===== config.mk =====
export PLATFORM = sky130hd
export DESIGN_NAME = uart_tx_feeder_flat
export DESIGN_NICKNAME = d
export VERILOG_FILES = /design/src/rtl/uart_tx_feeder_if.sv /design/src/rtl/uart_tx_feeder.sv /design/src/flat_wrapper.sv
export SDC_FILE = /design/constraint.sdc
export NUM_CORES = 1
export LEC_CHECK = 0
export CAP_MARGIN = 10
export CORE_ASPECT_RATIO = 1.2
export CORE_MARGIN = 3
export CORE_UTILIZATION = 25
export CTS_CLUSTER_DIAMETER = 30
export DETAILED_ROUTE_END_ITERATION = 10
export SLEW_MARGIN = 15
export SYNTH_ARGS = -nofsm -noshare
export SYNTH_HDL_FRONTEND = slang
export SYNTH_SLANG_ARGS = --single-unit

===== constraint.sdc =====
create_clock -name clk -period 4.9 [get_ports clk]
set_input_delay 1.47 -clock clk [delete_from_list [all_inputs] [get_ports clk]]
set_output_delay 1.47 -clock clk [all_outputs]
set_load 0.005 [all_outputs]

===== src/rtl/uart_tx_feeder_if.sv =====
// rtl/uart_tx_feeder_if.sv - host write port and transmit-control handshake bundle
interface uart_tx_feeder_if #(
  parameter int word_size = 8,
  parameter int ptr_bits  = 2
);
  logic [word_size-1:0] wr_data;
  logic                 wr_valid;
  logic                 wr_ready;
  logic                 clr_ovf;
  logic [ptr_bits:0]    level;
  logic                 overflow;
  logic                 busy;
  logic [word_size-1:0] data_bus;
  logic                 load_xmt_datareg;
  logic                 byte_ready;
  logic                 t_byte;
  logic                 load_xmt_datareg_out;
  logic                 load_xmt_shiftreg;
  logic                 start;
  logic                 clear;

  // host plus transmit control block
  modport master (
    output wr_data, wr_valid, clr_ovf,
    output load_xmt_datareg_out, load_xmt_shiftreg, start, clear,
    input  wr_ready, level, overflow, busy, data_bus,
    input  load_xmt_datareg, byte_ready, t_byte
  );

  // the feeder
  modport slave (
    input  wr_data, wr_valid, clr_ovf,
    input  load_xmt_datareg_out, load_xmt_shiftreg, start, clear,
    output wr_ready, level, overflow, busy, data_bus,
    output load_xmt_datareg, byte_ready, t_byte
  );
endinterface


===== src/rtl/uart_tx_feeder.sv =====
// rtl/uart_tx_feeder.sv - byte FIFO and request/ack sequencer feeding the UART transmitter
module uart_tx_feeder #(
  parameter int word_size  = 8,
  parameter int fifo_depth = 4,
  parameter int ptr_bits   = 2,
  parameter int gap_cycles = 0,
  parameter int gap_bits   = 4
) (
  input logic             clk,
  input logic             rst,
  uart_tx_feeder_if.slave bus
);

  localparam logic [ptr_bits:0]   DepthLv = (ptr_bits + 1)'(fifo_depth);
  localparam logic [gap_bits-1:0] GapLv   = gap_bits'(gap_cycles);

  typedef enum logic [2:0] {
    S_IDLE  = 3'd0,
    S_LOAD  = 3'd1,
    S_ARM   = 3'd2,
    S_START = 3'd3,
    S_BUSY  = 3'd4
  } state_e;

  state_e                state_q;
  logic [word_size-1:0]  mem_q [fifo_depth];
  logic [ptr_bits-1:0]   wr_ptr_q, wr_ptr_d;
  logic [ptr_bits-1:0]   rd_ptr_q, rd_ptr_d;
  logic [ptr_bits:0]     count_q, count_d;
  logic                  ovf_q, ovf_d;
  logic [gap_bits-1:0]   gap_q;
  logic [word_size-1:0]  data_q;
  logic                  load_q, arm_q, tbyte_q, busy_q;
  logic                  full;
  logic                  push;
  logic                  pop;

  // wr_ready reflects pre-edge occupancy, so a pop on the same edge never frees a slot early
  assign full = (count_q == DepthLv);
  assign push = bus.wr_valid && !full;
  assign pop  = (state_q == S_IDLE) && (count_q != '0) && (gap_q == '0);

  always_comb begin
    wr_ptr_d = wr_ptr_q;
    rd_ptr_d = rd_ptr_q;
    count_d  = count_q;
    ovf_d    = ovf_q;
    if (push) wr_ptr_d = wr_ptr_q + 1'b1;
    if (pop)  rd_ptr_d = rd_ptr_q + 1'b1;
    case ({push, pop})
      2'b10:   count_d = count_q + 1'b1;
      2'b01:   count_d = count_q - 1'b1;
      default: count_d = count_q;
    endcase
    if (bus.wr_valid && full) ovf_d = 1'b1;
    else if (bus.clr_ovf)     ovf_d = 1'b0;
  end

  always_ff @(posedge clk) begin
    if (push) mem_q[wr_ptr_q] <= bus.wr_data;
  end

  always_ff @(posedge clk) begin
    if (rst) begin
      wr_ptr_q <= '0;
      rd_ptr_q <= '0;
      count_q  <= '0;
      ovf_q    <= 1'b0;
    end else begin
      wr_ptr_q <= wr_ptr_d;
      rd_ptr_q <= rd_ptr_d;
      count_q  <= count_d;
      ovf_q    <= ovf_d;
    end
  end

  always_ff @(posedge clk) begin
    if (rst) begin
      state_q <= S_IDLE;
      gap_q   <= '0;
      data_q  <= '0;
      load_q  <= 1'b0;
      arm_q   <= 1'b0;
      tbyte_q <= 1'b0;
      busy_q  <= 1'b0;
    end else begin
      case (state_q)
        S_IDLE: begin
          if (gap_q != '0) begin
            gap_q <= gap_q - gap_bits'(1);
          end else if (count_q != '0) begin
            state_q <= S_LOAD;
            data_q  <= mem_q[rd_ptr_q];
            load_q  <= 1'b1;
            busy_q  <= 1'b1;
          end
        end
        S_LOAD: begin
          if (bus.load_xmt_datareg_out) begin
            state_q <= S_ARM;
            load_q  <= 1'b0;
            arm_q   <= 1'b1;
          end
        end
        S_ARM: begin
          if (bus.load_xmt_shiftreg) begin
            state_q <= S_START;
            arm_q   <= 1'b0;
            tbyte_q <= 1'b1;
          end
        end
        S_START: begin
          if (bus.start) begin
            state_q <= S_BUSY;
            tbyte_q <= 1'b0;
          end
        end
        S_BUSY: begin
          if (bus.clear) begin
            state_q <= S_IDLE;
            busy_q  <= 1'b0;
            gap_q   <= GapLv;
          end
        end
        default: begin
          state_q <= S_IDLE;
          load_q  <= 1'b0;
          arm_q   <= 1'b0;
          tbyte_q <= 1'b0;
          busy_q  <= 1'b0;
        end
      endcase
    end
  end

  assign bus.wr_ready         = !full;
  assign bus.level            = count_q;
  assign bus.overflow         = ovf_q;
  assign bus.busy             = busy_q;
  assign bus.data_bus         = data_q;
  assign bus.load_xmt_datareg = load_q;
  assign bus.byte_ready       = arm_q;
  assign bus.t_byte           = tbyte_q;

endmodule


===== src/flat_wrapper.sv =====
// flat-port wrapper written by rule: the top's interface ports become plain ports
module uart_tx_feeder_flat 
#(
  parameter int word_size  = 8,
  parameter int fifo_depth = 4,
  parameter int ptr_bits   = 2,
  parameter int gap_cycles = 0,
  parameter int gap_bits   = 4
)
  (clk, rst, bus_wr_data, bus_wr_valid, bus_clr_ovf, bus_load_xmt_datareg_out, bus_load_xmt_shiftreg, bus_start, bus_clear, bus_wr_ready, bus_level, bus_overflow, bus_busy, bus_data_bus, bus_load_xmt_datareg, bus_byte_ready, bus_t_byte);
  uart_tx_feeder_if #(.word_size(word_size), .ptr_bits(ptr_bits)) bus_i ();
  input logic clk;
  input logic rst;
  input wire logic [$bits(bus_i.wr_data)-1:0] bus_wr_data;
  input wire logic [$bits(bus_i.wr_valid)-1:0] bus_wr_valid;
  input wire logic [$bits(bus_i.clr_ovf)-1:0] bus_clr_ovf;
  input wire logic [$bits(bus_i.load_xmt_datareg_out)-1:0] bus_load_xmt_datareg_out;
  input wire logic [$bits(bus_i.load_xmt_shiftreg)-1:0] bus_load_xmt_shiftreg;
  input wire logic [$bits(bus_i.start)-1:0] bus_start;
  input wire logic [$bits(bus_i.clear)-1:0] bus_clear;
  output wire logic [$bits(bus_i.wr_ready)-1:0] bus_wr_ready;
  output wire logic [$bits(bus_i.level)-1:0] bus_level;
  output wire logic [$bits(bus_i.overflow)-1:0] bus_overflow;
  output wire logic [$bits(bus_i.busy)-1:0] bus_busy;
  output wire logic [$bits(bus_i.data_bus)-1:0] bus_data_bus;
  output wire logic [$bits(bus_i.load_xmt_datareg)-1:0] bus_load_xmt_datareg;
  output wire logic [$bits(bus_i.byte_ready)-1:0] bus_byte_ready;
  output wire logic [$bits(bus_i.t_byte)-1:0] bus_t_byte;
  assign bus_i.wr_data = bus_wr_data;
  assign bus_i.wr_valid = bus_wr_valid;
  assign bus_i.clr_ovf = bus_clr_ovf;
  assign bus_i.load_xmt_datareg_out = bus_load_xmt_datareg_out;
  assign bus_i.load_xmt_shiftreg = bus_load_xmt_shiftreg;
  assign bus_i.start = bus_start;
  assign bus_i.clear = bus_clear;
  assign bus_wr_ready = bus_i.wr_ready;
  assign bus_level = bus_i.level;
  assign bus_overflow = bus_i.overflow;
  assign bus_busy = bus_i.busy;
  assign bus_data_bus = bus_i.data_bus;
  assign bus_load_xmt_datareg = bus_i.load_xmt_datareg;
  assign bus_byte_ready = bus_i.byte_ready;
  assign bus_t_byte = bus_i.t_byte;
  uart_tx_feeder #(.word_size(word_size), .fifo_depth(fifo_depth), .ptr_bits(ptr_bits), .gap_cycles(gap_cycles), .gap_bits(gap_bits)) u_core (.clk(clk), .rst(rst), .bus(bus_i));
endmodule

* Word-level counts from Yosys, hierarchy flattened
Memories as Yosys holds them, arrays and structs flattened. A register that Yosys moved wholly into a read port is not among the register bits. Index checks and enable logic that the tools add are counted. W data, S select, Z words.
Word-level totals: flip-flop bits (word level) 19, bits in writable memories 32, input port bits 16, logic and storage cells 85, memories kept 1
Memory list:
- u_core.mem_q | words 4, bits a word 8, read ports 1, clocked after memory_dff 1, wr ports 1, line uart_tx_feeder.sv:26 | logic [word_size-1:0] mem_q [fifo_depth];
Operators by class: add/subtract/negate cells 5, eq/ne operators 14, muxes and demuxes 27, bitwise logic cells 5, reductions and logical operators 23
Operators by type and width (number):
- $mux W3 | 6
- $pmux W3 S5 | 1
- $ne A2 B2 Y1 const B | 7
- $mux W1 | 12
- $pmux W1 S3 | 4
- $reduce_and A3 Y1 | 4
- $reduce_or A3 Y1 | 4
- $mux W4 | 2
- $pmux W4 S2 | 1
- $reduce_and A4 Y1 | 2
- $eq A3 B2 Y1 const B | 2
- $eq A3 B3 Y1 const B | 2
- $pmux W3 S2 | 1
- $reduce_and A6 Y1 | 1
- $reduce_bool A2 Y1 | 3
- $not A1 Y1 | 5
- $add A2 B1 Y2 const B | 2
- $logic_and A1 B1 Y1 | 4
- $logic_not A4 Y1 | 1
- $reduce_bool A4 Y1 | 1
- $sub A4 B1 Y4 const B | 1
- $add A3 B1 Y3 const B | 1
- $eq A3 B1 Y1 const B | 1
- $logic_not A3 Y1 | 1
- other kinds (5) | 5

* Depth between registers and ports, before layout
Gate-level depths: netlist of the first run.
depth in word-level cells 5, mapped depth 13, depth with buffers taken out 11

* Worst setup path after synthesis of the first run
No wires, ideal clock.
kind reg-to-reg, from reg u_core.gap_q[0], to reg u_core.count_q[2], in the netlist u_core.bus.level[2], setup time 0.070 ns, data arrival time 2.902 ns, path slack 1.928 ns, cell stages (with the launch flop) 14, path through dfxtp_1 inv_1 ha_1 or3b_4 or4_1 buf_2 buf_2 inv_2 ha_1 inv_1 fa_1 xor2_1 or3_1 a21oi_1
On the way: longest elaborated chain between the ends 4
Ends and longest elaborated chain:
- start, declared | line uart_tx_feeder.sv:31 | logic [gap_bits-1:0] gap_q;
- start signal, assigned | line uart_tx_feeder.sv:90 | gap_q <= gap_q - gap_bits'(1);
- start signal, assigned | line uart_tx_feeder.sv:122 | gap_q <= GapLv;
- $logic_not A4 Y1 (*) | line uart_tx_feeder.sv:41 | assign pop = (state_q == S_IDLE) && (count_q != '0) && (gap_q == '0);
- $logic_and A1 B1 Y1 (*) | line uart_tx_feeder.sv:41
- via u_core.pop | line uart_tx_feeder.sv:36 | logic pop;
- $eq A2 B1 Y1 or $eq A2 B2 Y1 (tied branches) | line uart_tx_feeder.sv:50 | case ({push, pop})
- $pmux W3 S2 or $reduce_bool A2 Y1 (tied branches)
- end signal, assigned | line uart_tx_feeder.sv:72 | count_q <= count_d;
- end, declared | line uart_tx_feeder.sv:29 | logic [ptr_bits:0] count_q, count_d;
The timed path passes the listed nets; every way through them passes the cells marked *. A chain may end at the register's enable or synchronous reset.

* Worst setup path after layout of the first run
Ends and elaborated chain as after synthesis.

==> results.md, run 1 <==
Status:
- The run finished with clean final reports.

Global route:
- The number of antenna violations at the first check in global routing is 0.
- In the global route stage, overall resource usage came out at roughly a tenth.
- The number of global-route vias before repair was 1581.
- The aggregate global routing overflow is 0.
- The first global-routing pass estimated slightly below 8000 µm of wire.
- The largest net degree at the start of global routing is 29.

Timing:
- The sum of negative setup slack is 0 ps.
- The tightest slew margin relative to the limit is around 29%.
- The portion of the clock cycle consumed by the worst path in the final layout is about 66%.
- Static timing analysis puts the maximum clock frequency at roughly 310 MHz.
- Setup repair after global routing left no endpoint under its margin.
- Across the routed clock network, the largest skew measured is roughly 5 ps.
- At the pin with the least slew margin, the transition time is around 1100 ps.
- Setup violations remaining at the end of the flow were counted as 0.
- The final count of pins violating max slew is 0.
- The final period demand of the worst path is 3230 ps.
- The count of final hold-check violations is 0.

Worst setup path:
- Among cell families on the critical path, the largest total delay comes from simple AND/OR/NAND/NOR gates.
- The worst flop-to-flop path startpoint is u_core.gap_q[0].
- The largest single stage delay on the critical path is 840 ps.
- In this run the worst setup path begins at u_core.gap_q[0].
- The maximum fanout count along the critical path is 13.
- The slowest stage of the critical path belongs to the cell or4_1.
- Traced cell by cell, the critical path runs through inv_1, ha_1, or3b_4, or4_1, inv_2, ha_1, inv_1, fa_1, xor2_1, or3_1, a21oi_1.
- The type of destination of the critical path is a register.
- The internal reg-to-reg setup slack is 1670 ps.
- The signal arrival time at the worst endpoint is approximately 3500 ps.
- The element type at the critical path start is a register.
- The critical path contains buffers and inverters numbering 3 combined.
- The worst setup path is of the register to register kind.
- The data required time at the worst endpoint is 5130 ps.

Synth:
- Summing the areas of all fa, ha and maj instances in the mapped netlist gives under 10% of the synthesized area.
- After synthesis the netlist holds a flip-flop and latch count of between 50 and 60.
- Sequential elements use between 60% and 70% of the synthesized area.
- The area fraction in compound gates after synthesis is under 10%.
- By area, the combinational part of the netlist is dominated by simple AND/OR/NAND/NOR gates.
- The post-synthesis async set-or-reset flop share is 0%.
- The synthesized-area fraction occupied by xor and xnor cells is under 10%.
- The post-synthesis instance total is 195.
- The distinct cell type count after synthesis is 43.
- Averaged over all synthesized cells, the footprint is 12.6 µm².
- The multiplexer share of the synthesized area is between 10% and 20%.
- The count of flip-flops with a built-in enable after synthesis is 32.
- The Yosys step of the flow raised 0 warnings.
- The most frequently used flop master after synthesis is edfxtp_1.
- The synthesized area is 0.00246 mm².
- The share of synthesized cell area in and, or, nand and nor gates is roughly an eighth.
- The post-synthesis net count is 218.

CTS:
- The H-tree was split into 3 levels.
- TritonCTS built the clock tree.
- The total number of clock tree sinks is 59.
- For the worst-skew pair, the clock arrives at the later sink with an insertion delay of roughly 320 ps.
- Buffers added to address setup during post-CTS repair amount to 0.
- After clock tree synthesis, the clock-pin slew on the worst setup and hold paths is around 50 ps.
- The cts-stage hold buffer count is 0.
- The clock buffer count from CTS is 9.
- The post-cts gate resize count is 0.
- The buffer depth of the longest clock path is 2.
- The tree is rooted in a clkbuf_16.

Placement:
- In this run the tool buffered the top-level ports with 32 buffer cells.
- The final weighted congestion in routability-driven placement is 0.720.
- Detailed placement finished with a half-perimeter wire length of between 3000 and 4000 µm.

Detailed routing:
- The total via count in the routed design is about 1600.
- The overall routed net length is roughly 4700 µm.
- The highest metal layer with signal wires is met4.
- The detailed-route wire length per cell is roughly 13 µm.
- In the final routing, the length of wire on met1 measures 1980 µm.
- The number of remaining DRC errors is 0.
- The iteration-0 DRC count of the detailed router is between 50 and 60.
- The detailed-route vias per instance is approximately 4.4.
- The number of antenna-violating nets in the routed design is 0.
- The routed length on met2 is 2410 µm.
- The met3 wire length is ~260 µm.
- The iteration count of the initial detailed-routing pass is 4.

Pwr:
- Dividing total power by cell area gives a power density of a little under 600 mW/mm².
- The share of total power dissipated in combinational logic is around 27%.
- The clock network is responsible for around a third of the overall power.
- The internal portion of total power is 1.36 mW.
- The switching part of the total is 28.3%.
- The part of the total power dissipated in sequential elements is a little under two fifths.
- The reported net switching power is ~0.54 mW.
- The analysis attributes to cell leakage a power of around 1.2 nW.
- VDD sags by at most between 0.0002 and 0.00025 V.
- The overall power after layout is around 1.9 mW.

Worst hold path:
- The launch point of the worst hold path is u_core.bus.load_xmt_datareg.
- The worst min-delay path category is register to register.

Die:
- The die extent in x is around 97 µm.
- In this run the vertical extent of the chip is approximately 110 µm.
- Once the floorplan was initialized, standard cells occupied between 20% and 30% of the core.
- The full die area is approximately 0.011 mm².
- The initialized floorplan defines 39 standard-cell rows.
- During I/O placement, the number of pins put on the boundary was 33.
- In this run the standard cell core region covers 0.00956 mm².

Flow run:
- The number of maximum-capacitance violations is 0.

Cells and area:
- The fill cell total of the finished layout is around 980.
- The footprint of the multi-input gates is slightly below 900 µm².
- Compared with the post-synthesis result, the final layout area differs by 30.9%.
- The count of antenna diodes in the layout is 0.
- At the end of the flow, the number of nets in the layout was about 250.
- The register cell area after layout is 0.00150 mm².
- In the final layout, the share of cells above drive strength 1 is approximately 11%.
## tightest hold or removal path, cell delays in order, from the launching register on
cell,delay [ps]
dfxtp_1,310
nand2_1,50
a21oi_1,50
## power by group through the flow
stage / Sequential (mW) / Combinational [mW] / Clock, mW
global placement: 0.718 / 0.515 / 0
global route: 0.727 / 0.584 / 0.710
detailed placement: 0.723 / 0.523 / 0
finish: 0.709 / 0.516 / 0.668
CTS: 0.713 / 0.527 / 0.687
floorplan: 0.679 / 0.377 / 0
## synth_stat cells (all sizes together), types with 2 or more instances
library cell / count / area [µm²]
a21oi: 11 / 55.1
and2: 2 / 12.5
and3: 4 / 25.0
buf: 5 / 22.5
clkbuf: 5 / 18.8
dfxtp: 27 / 541
edfxtp: 32 / 961
ha: 6 / 75.1
inv: 12 / 45.0
mux2i: 9 / 90.1
mux4: 8 / 180
nand2: 9 / 33.8
nor2: 22 / 82.6
nor2b: 3 / 18.8
nor3: 4 / 20.0
o21ai: 8 / 40.0
or3: 3 / 18.8
or3b: 2 / 20.0
xnor2: 2 / 17.5
xor2: 2 / 17.5
## per-layer routing
metal  vias to the layer above  global-route usage [%]
met1                       752                    10.8
met3                         6                    4.40
met2                        38                    15.7
met4                         0                    3.65
met5                         -                       0
li1                        777                       -
## logic make-up (layout without fill, tap and decap cells)
group	after synthesis	in the layout
muxes	18	18
AOI/OAI and AO/OA	28	28
buffers and inverters	22	60
xor gates and xnor gates	4	4
DFF	59	59
and+or+nand+nor	57	57
adders and majority gates	7	7
## cell usage in the layout, fill, tap and decap left out, types with 2 or more instances in the layout
master	instances
and2_1	2
nor3_1	4
bufinv_16	2
edfxtp_1	32
clkinv_4	2
clkinvlp_4	2
dfxtp_1	27
nor2b_1	3
clkbuf_16	9
a21oi_1	11
inv_1	11
mux2i_1	9
ha_1	6
and3_1	4
mux4_2	8
nor2_1	22
xor2_1	2
xnor2_1	2
nand2_1	9
or3_1	3
clkdlybuf4s50_1	32
o21ai_0	7
## registers in the layout (all words and copies together) (netlist names)
register	count
u_core.bus.busy	1
u_core.mem_q	32
u_core.bus.t_byte	1
u_core.wr_ptr_q	2
u_core.bus.data_bus	8
u_core.gap_q	4
u_core.bus.overflow	1
u_core.state_q	3
u_core.bus.level	3
u_core.bus.byte_ready	1
u_core.bus.load_xmt_datareg	1
u_core.rd_ptr_q	2
## final cells by class
class	count	share of cell area (%)
Sequential cell	59	46.6
Clock inverter	7	3.15
Tap cell	123	4.78
Multi-Input combinational cell	114	27.1
Timing Repair Buffer	32	9.95
Clock buffer	9	7.00
Inverter	12	1.40
## stage by stage
step,util (%),cells,instance area (µm²),hold slack [ps],setup slack (ps)
2_1_floorplan,-,195,2460,453,1930
3_3_place_gp,30.2,340,2890,458,1430
3_5_place_dp,30.2,340,2890,456,1410
4_1_cts,33.7,356,3220,464,1660
5_1_grt,33.7,356,3220,504,1480
6_report,33.7,356,3220,459,1670
## path summary, 6_finish.rpt
check                                 to  depth (start not counted)
max                  u_core.bus.level[2]                         11
min          u_core.bus.load_xmt_datareg                          2
max reg2reg          u_core.bus.level[2]                         11
min reg2reg  u_core.bus.load_xmt_datareg                          2
No activity file was read; power rests on OpenSTA's default activity.
==> run 2, diff against run 1 <==
==> constraint.sdc (replaced) <==
create_clock -name clk -period 3.4 [get_ports clk]
set_input_delay 1.02 -clock clk [delete_from_list [all_inputs] [get_ports clk]]
set_output_delay 1.02 -clock clk [all_outputs]
set_load 0.005 [all_outputs]
==> results.md, run 2 (same netlist as run 1, synthesis figures left out) <==
Detailed routing:
- The routed length on met2 is 2400 µm.
- The detailed-route vias per instance is 4.45.
- In the final routed layout, each cell accounts on average for 13.6 µm.
- The number of antenna-violating nets in the routed design is 0.
- The overall routed net length is about 4900 µm.
- The iteration-0 DRC count of the detailed router is 57.
- The number of remaining DRC errors is 0.
- The total via count in the routed design is 1592.
- The highest metal layer with signal wires is met4.
- The met3 wire length is slightly below 300 µm.
- The routed length on met1 is between 2000 and 2500 µm.
- The iteration count of the initial detailed-routing pass is 4.

Global route:
- The overall fraction of global-route tracks in use is under 10%.
- The number of global-route vias before repair came to 1563.
- The largest net degree at the start of global routing is 29.
- The first-pass GRT wire length is roughly 8000 µm.
- The number of antenna violations at the first check in global routing was 0.
- The aggregate global routing overflow is 0.

Worst setup path:
- The slowest stage of the critical path belongs to the cell or4_1.
- At the worst endpoint, the arrival time is between 3000 and 4000 ps.
- STA puts the critical path data required time at ~3700 ps.
- Among cell families on the critical path, the largest total delay comes from simple AND/OR/NAND/NOR gates.
- In this run the critical register-to-register path is launched from u_core.gap_q[0].
- The signal on the critical path passes through inv_1, ha_1, or3b_4, or4_1, inv_2, ha_1, inv_1, fa_1, xor2_1, or3_1, a21oi_1.
- The classification of the worst setup path is register to register.
- The worst setup path is captured at a register.
- The largest stage delay on the critical path is 530 ps.
- The element type at the critical path start is a register.
- The number of buffer and inverter stages on the critical path is 3.
- In this run the worst path has a maximum fanout of 4.
- The critical path starts at u_core.gap_q[0].

Timing:
- For the pin with the worst max-slew slack, the measured transition is approximately 600 ps.
- The count of final hold-check violations is 0.
- The worst-case clock skew is 4.80 ps.
- The highest attainable clock frequency is about 350 MHz.
- In this run the tightest slew margin relative to its limit is 59.9%.
- Setup repair after global routing left no endpoint under its margin.
- Setup total negative slack on the finished layout was measured at 0 ps.
- Hold timing on the final database bottoms out at a slack of approximately 460 ps.
- The final count of pins violating max slew was 0.
- The portion of the clock cycle consumed by the worst path in the final layout is 84.3%.
- The final period demand of the worst path is 2870 ps.
- Setup slack on the critical path of the routed design comes to 535 ps.
- Setup violations remaining at the end of the flow were counted as 0.

Pwr:
- For this design the static power due to leakage is ~1.2 nW.
- In this run the power density over the cells is between 800 and 900 mW/mm².
- IR analysis of the VDD net gives a maximum drop of roughly 0.00032 V.

CTS:
- The clock latency of the later-clocked register in the worst-skew pair is approximately 320 ps.
- Post-CTS timing repair inserted 0 buffers for setup.
- Counting along the longest clock path gives a buffer depth of 2.
- The post-cts gate resize count is 0.
- The total number of H-tree levels is 3.
- The clock buffer count from CTS is 9.
- The TritonCTS clock tree is done.
- The clock-pin slew on the worst setup and hold paths is around 50 ps.
- For this design, the sink count on the clock tree is 59.
- Hold repair after CTS inserted 0 buffers.
- The tree is rooted in a clkbuf_16.

Worst hold path:
- The launch point of the worst hold path is u_core.bus.load_xmt_datareg.
- In this run the worst hold path is classified as register to register.

Placement:
- The worst slack at placement is between 300 and 400 ps.
- The placed cell area is 0.00291 mm².
- The placed wire-length estimate is about 3200 µm.
- The count of buffers added on input and output ports is 32.
- The final weighted congestion in routability-driven placement is 0.795.

Cells and area:
- At the end of the flow the core is filled with cells to between 30% and 40%.
- The library cells used most frequently in the layout, excluding fill and tap cells, are clkdlybuf4s50_1, edfxtp_1, dfxtp_1.
- The fill cell total of the finished layout is 989.
- The register with the most flip-flops in the final layout is u_core.mem_q.
- After routing the design area is about 0.0032 mm².
- The number of flip-flops under the largest register name is 32.
- The final layout contains 253 nets.
- The area growth from synthesis to layout is 31.5%.
- The fraction of final layout cells with drive strength greater than 1 is 11.9%.
- The count of antenna diodes in the layout is 0.

Die:
- In this run the standard cell core region covers approximately 0.0096 mm².
- The number of top-level pins is 33.
- The full die area is between 0.01 and 0.015 mm².
- The height of the die is between 100 and 150 µm.
- The die extent in x is 96.6 µm.
- Once the floorplan was initialized, standard cells occupied between 20% and 30% of the core.
- The number of rows created at floorplan is 39.

Flow run:
- The tool flagged a number of max-cap violations equal to 0.

Status:
- The flow ran to the end, and the final reports show no timing, DRC or antenna violations.
-- run 2: metal layers --
| metal | track usage (%) | vias to the layer above |
|---|---|---|
| li1 | - | 776 |
| met1 | 11.8 | 774 |
| met2 | 15.6 | 37 |
| met3 | 3.29 | 5 |
| met4 | 5.05 | 0 |
| met5 | 0 | - |
-- run 2: final timing paths --
path | slack, ps | depth (start not counted) | end
setup reg to reg | 530 | 11 | u_core.bus.level[2]
hold / removal | 460 | 2 | u_core.bus.load_xmt_datareg
setup / recovery | 530 | 11 | u_core.bus.level[2]
hold reg to reg | 460 | 2 | u_core.bus.load_xmt_datareg
-- run 2: final cells by class --
type	instances	area, µm²	area share (%)
multi-input combinational	114	872	27.0
clock buffer	9	225	6.96
tap	123	154	4.76
clock inverter	7	101	3.13
timing repair buffer	34	335	10.4
sequential	59	1500	46.4
inverter	12	45.0	1.39
-- run 2: power by group --
part | switching (mW) | internal (mW)
Sequential | 0.130 | 0.896
Clock | 0.331 | 0.645
Combinational | 0.335 | 0.421
-- run 2: worst reg2reg max path: stages (launching register included) --
cell	delay [ps]
dfxtp_1	330
inv_1	70
ha_1	180
or3b_4	410
or4_1	530
inv_2	70
ha_1	170
inv_1	60
fa_1	370
xor2_1	160
or3_1	310
a21oi_1	140
-- run 2: metrics by stage --
stage	instances	total power, mW
after floorplan	195	1.52
after global placement	342	1.79
after detailed placement	342	1.81
after CTS	358	2.80
after global routing	358	2.93
final	358	2.76
==> run 3, diff against run 2 <==
==> constraint.sdc (replaced) <==
create_clock -name clk -period 3 [get_ports clk]
set_input_delay 0.9 -clock clk [delete_from_list [all_inputs] [get_ports clk]]
set_output_delay 0.9 -clock clk [all_outputs]
set_load 0.005 [all_outputs]
==> results.md, run 3 (same netlist as run 1, synthesis figures left out) <==
Timing:
- The count of final hold-check violations was 0.
- The number of setup violations in the final report is 0.
- The post-route worst hold slack is 475 ps.
- At the pin with the least slew margin, the transition time is ~630 ps.
- The sum of negative setup slack is 0 ps.
- The worst path setup slack after routing is 202 ps.
- The final count of pins violating max slew is 0.
- Dividing the final minimum period by the clock period gives 93.3%.
- The tightest slew margin relative to the limit is between 50 and 60%.
- Derived from the worst setup path, the maximum achievable clock frequency is approximately 360 MHz.
- Counting I/O delays and the setup requirement, the final critical path takes about 2800 ps.
- Setup repair after global routing left no endpoint under its margin.
- The worst-case clock skew is between 6 and 7 ps.

Cells and area:
- Leaving out fill and tap cells, the most frequent cells in the layout are clkdlybuf4s50_1, edfxtp_1, dfxtp_1.
- The fill cell total of the finished layout is between 900 and 1000.
- Cells fill approximately 34% of the core in the end.
- The number of nets in the finished design is between 200 and 300.
- Compared with the post-synthesis result, the final layout area differs by 32.1%.
- The register with the most flip-flops in the layout has 32 of them.
- The post-route netlist has approximately 12% of its cells at a drive strength greater than 1.
- The register name with the most flops is u_core.mem_q.
- The count of antenna diodes in the layout is 0.
- The final instance area is 0.00325 mm².
- For this run, the number of standard cells in the final layout without fillers is 359.

Placement:
- The worst slack at placement is 151 ps.
- At the end of routability-driven placement, the weighted congestion stood at a little under 0.8.
- The wire-length estimate of the detail-placed layout is approximately 3200 µm.
- The placed cell area is just under 0.003 mm².
- The placed instance count is 343.
- The count of buffers inserted at the top-level ports is 32.

Worst setup path:
- The element type at the critical path start is a register.
- The critical path in this run is classified as register to register.
- The worst flop-to-flop path endpoint is u_core.bus.level[2].
- The signal arrival time at the worst endpoint is just over 3000 ps.
- The worst setup path endpoint is u_core.bus.level[2].
- The number of cells on the worst reg-to-reg path is 11.
- Data on the critical path is required at its endpoint by approximately 3300 ps.
- The maximum fanout count along the critical path is 4.
- The internal reg-to-reg setup slack is ~200 ps.
- The worst setup path is captured at a register.
- Tracing the worst setup path back leads to its startpoint at u_core.gap_q[0].
- In this run the critical register-to-register path is launched from u_core.gap_q[0].

Detailed routing:
- After detailed routing, the average wire length per cell comes to 13.4 µm.
- After detailed routing, the number of remaining DRC violations is 0.
- The iteration-0 DRC count of the detailed router is 77.
- The total via count in the routed design is about 1600.
- The overall routed net length is 4810 µm.
- The first detailed-routing pass took 4 iterations.
- The number of antenna-violating nets in the routed design is 0.
- Using the TritonRoute via totals, the vias-per-cell ratio works out to roughly 4.4.

CTS:
- The total number of clock tree sinks is slightly below 60.
- The root buffer cell chosen for the clock tree is clkbuf_16.
- After clock tree synthesis, the clock-pin slew on the worst setup and hold paths is around 50 ps.
- The cts-stage hold buffer count is 0.
- The number of clock buffers added by TritonCTS is 9.
- The total number of H-tree levels is 3.
- The clock latency of the later-clocked register in the worst-skew pair is around 320 ps.
- TritonCTS built the clock tree.
- Counting along the longest clock path gives a buffer depth of 2.

Worst hold path:
- The worst min-delay path category is register to register.

Pwr:
- In this run the power density over the cells is about 960 mW/mm².
- The worst-case vdd ir drop is just over 0.0004 V.
- In this run the static leakage power is about 1.2 nW.
- The overall power after layout is approximately 3.1 mW.

Global route:
- The aggregate global routing overflow is 0.
- For this run, the total global-route usage over all layers was measured as under 10%.
- The first global-routing pass estimated ~7900 µm of wire.
- The number of global-route vias before repair is approximately 1600.
- The largest net degree at the start of global routing is 16.
- The number of antenna violations at the first check in global routing came to 0.

Die:
- The core region area is roughly 0.0096 mm².
- The starting density of the core is around 26%.
- The floorplan step set the die height to 115 µm.
- The number of rows created at floorplan is 39.
- The die covers 0.0111 mm².
- In this run the count of I/O pins placed on the die edge is 33.
- The die is approximately 97 µm wide.

Status:
- The run finished with clean final reports.

Flow run:
- The number of maximum-capacitance violations is 0.
[run 3: cell count changes in the layout (fill, tap and decap cells not counted), sizes merged]
| cell | change |
|---|---|
| buf | +1 |
| clkinv | +1 |
| inv | -1 |
[run 3: power breakdown]
group          internal (mW)  total, mW  leakage [nW]  switching [mW]
Clock                  0.722       1.08         0.149           0.358
Combinational          0.487      0.869         0.513           0.382
Sequential              1.02       1.16         0.515           0.145
Total                   2.23       3.11          1.18           0.885
[run 3: timing repair]
| item | in CTS | in global routing |
|---|---|---|
| buffers inserted | 0 | 0 |
| gates resized for setup | 0 | 1 |
| setup endpoints to repair | 0 | 1 |
[run 3: routing by layer]
metal  vias to the layer above  track usage [%]  wire, µm
met2                        32             15.5      2420
met3                         9             2.83       247
met1                       756             11.6      2050
met5                         -                0         0
met4                         0             5.05        87
li1                        781                -         -
[run 3: how the worst min path moves through the flow]
stage                                           start                     endpoint  slack (ps)  cells past startpoint
after global routing            u_core.bus.byte_ready        u_core.bus.byte_ready         500                      2
after global placement              u_core.bus.t_byte            u_core.bus.t_byte         460                      2
final                           u_core.bus.byte_ready        u_core.bus.byte_ready         470                      2
after floorplan           u_core.bus.load_xmt_datareg  u_core.bus.load_xmt_datareg         450                      2
after detailed placement        u_core.bus.byte_ready        u_core.bus.byte_ready         460                      2
after CTS                       u_core.bus.byte_ready        u_core.bus.byte_ready         470                      2
[run 3: cell type report]
type | instances | area [µm²] | area share (%)
Clock inverter | 7 | 92.6 | 2.85
Timing Repair Buffer | 35 | 355 | 10.9
Clock buffer | 9 | 225 | 6.93
Multi-Input combinational cell | 114 | 876 | 27.0
Sequential cell | 59 | 1500 | 46.2
Tap cell | 123 | 154 | 4.74
Inverter | 12 | 45.0 | 1.39
[run 3: critical path: stages (launching register included)]
cell     delay (ps)
dfxtp_1         340
inv_1            60
ha_1            160
or3b_4          400
or4_4           500
inv_2            70
ha_1            170
inv_1            60
fa_1            370
xor2_1          160
or3_1           310
a21oi_1         140
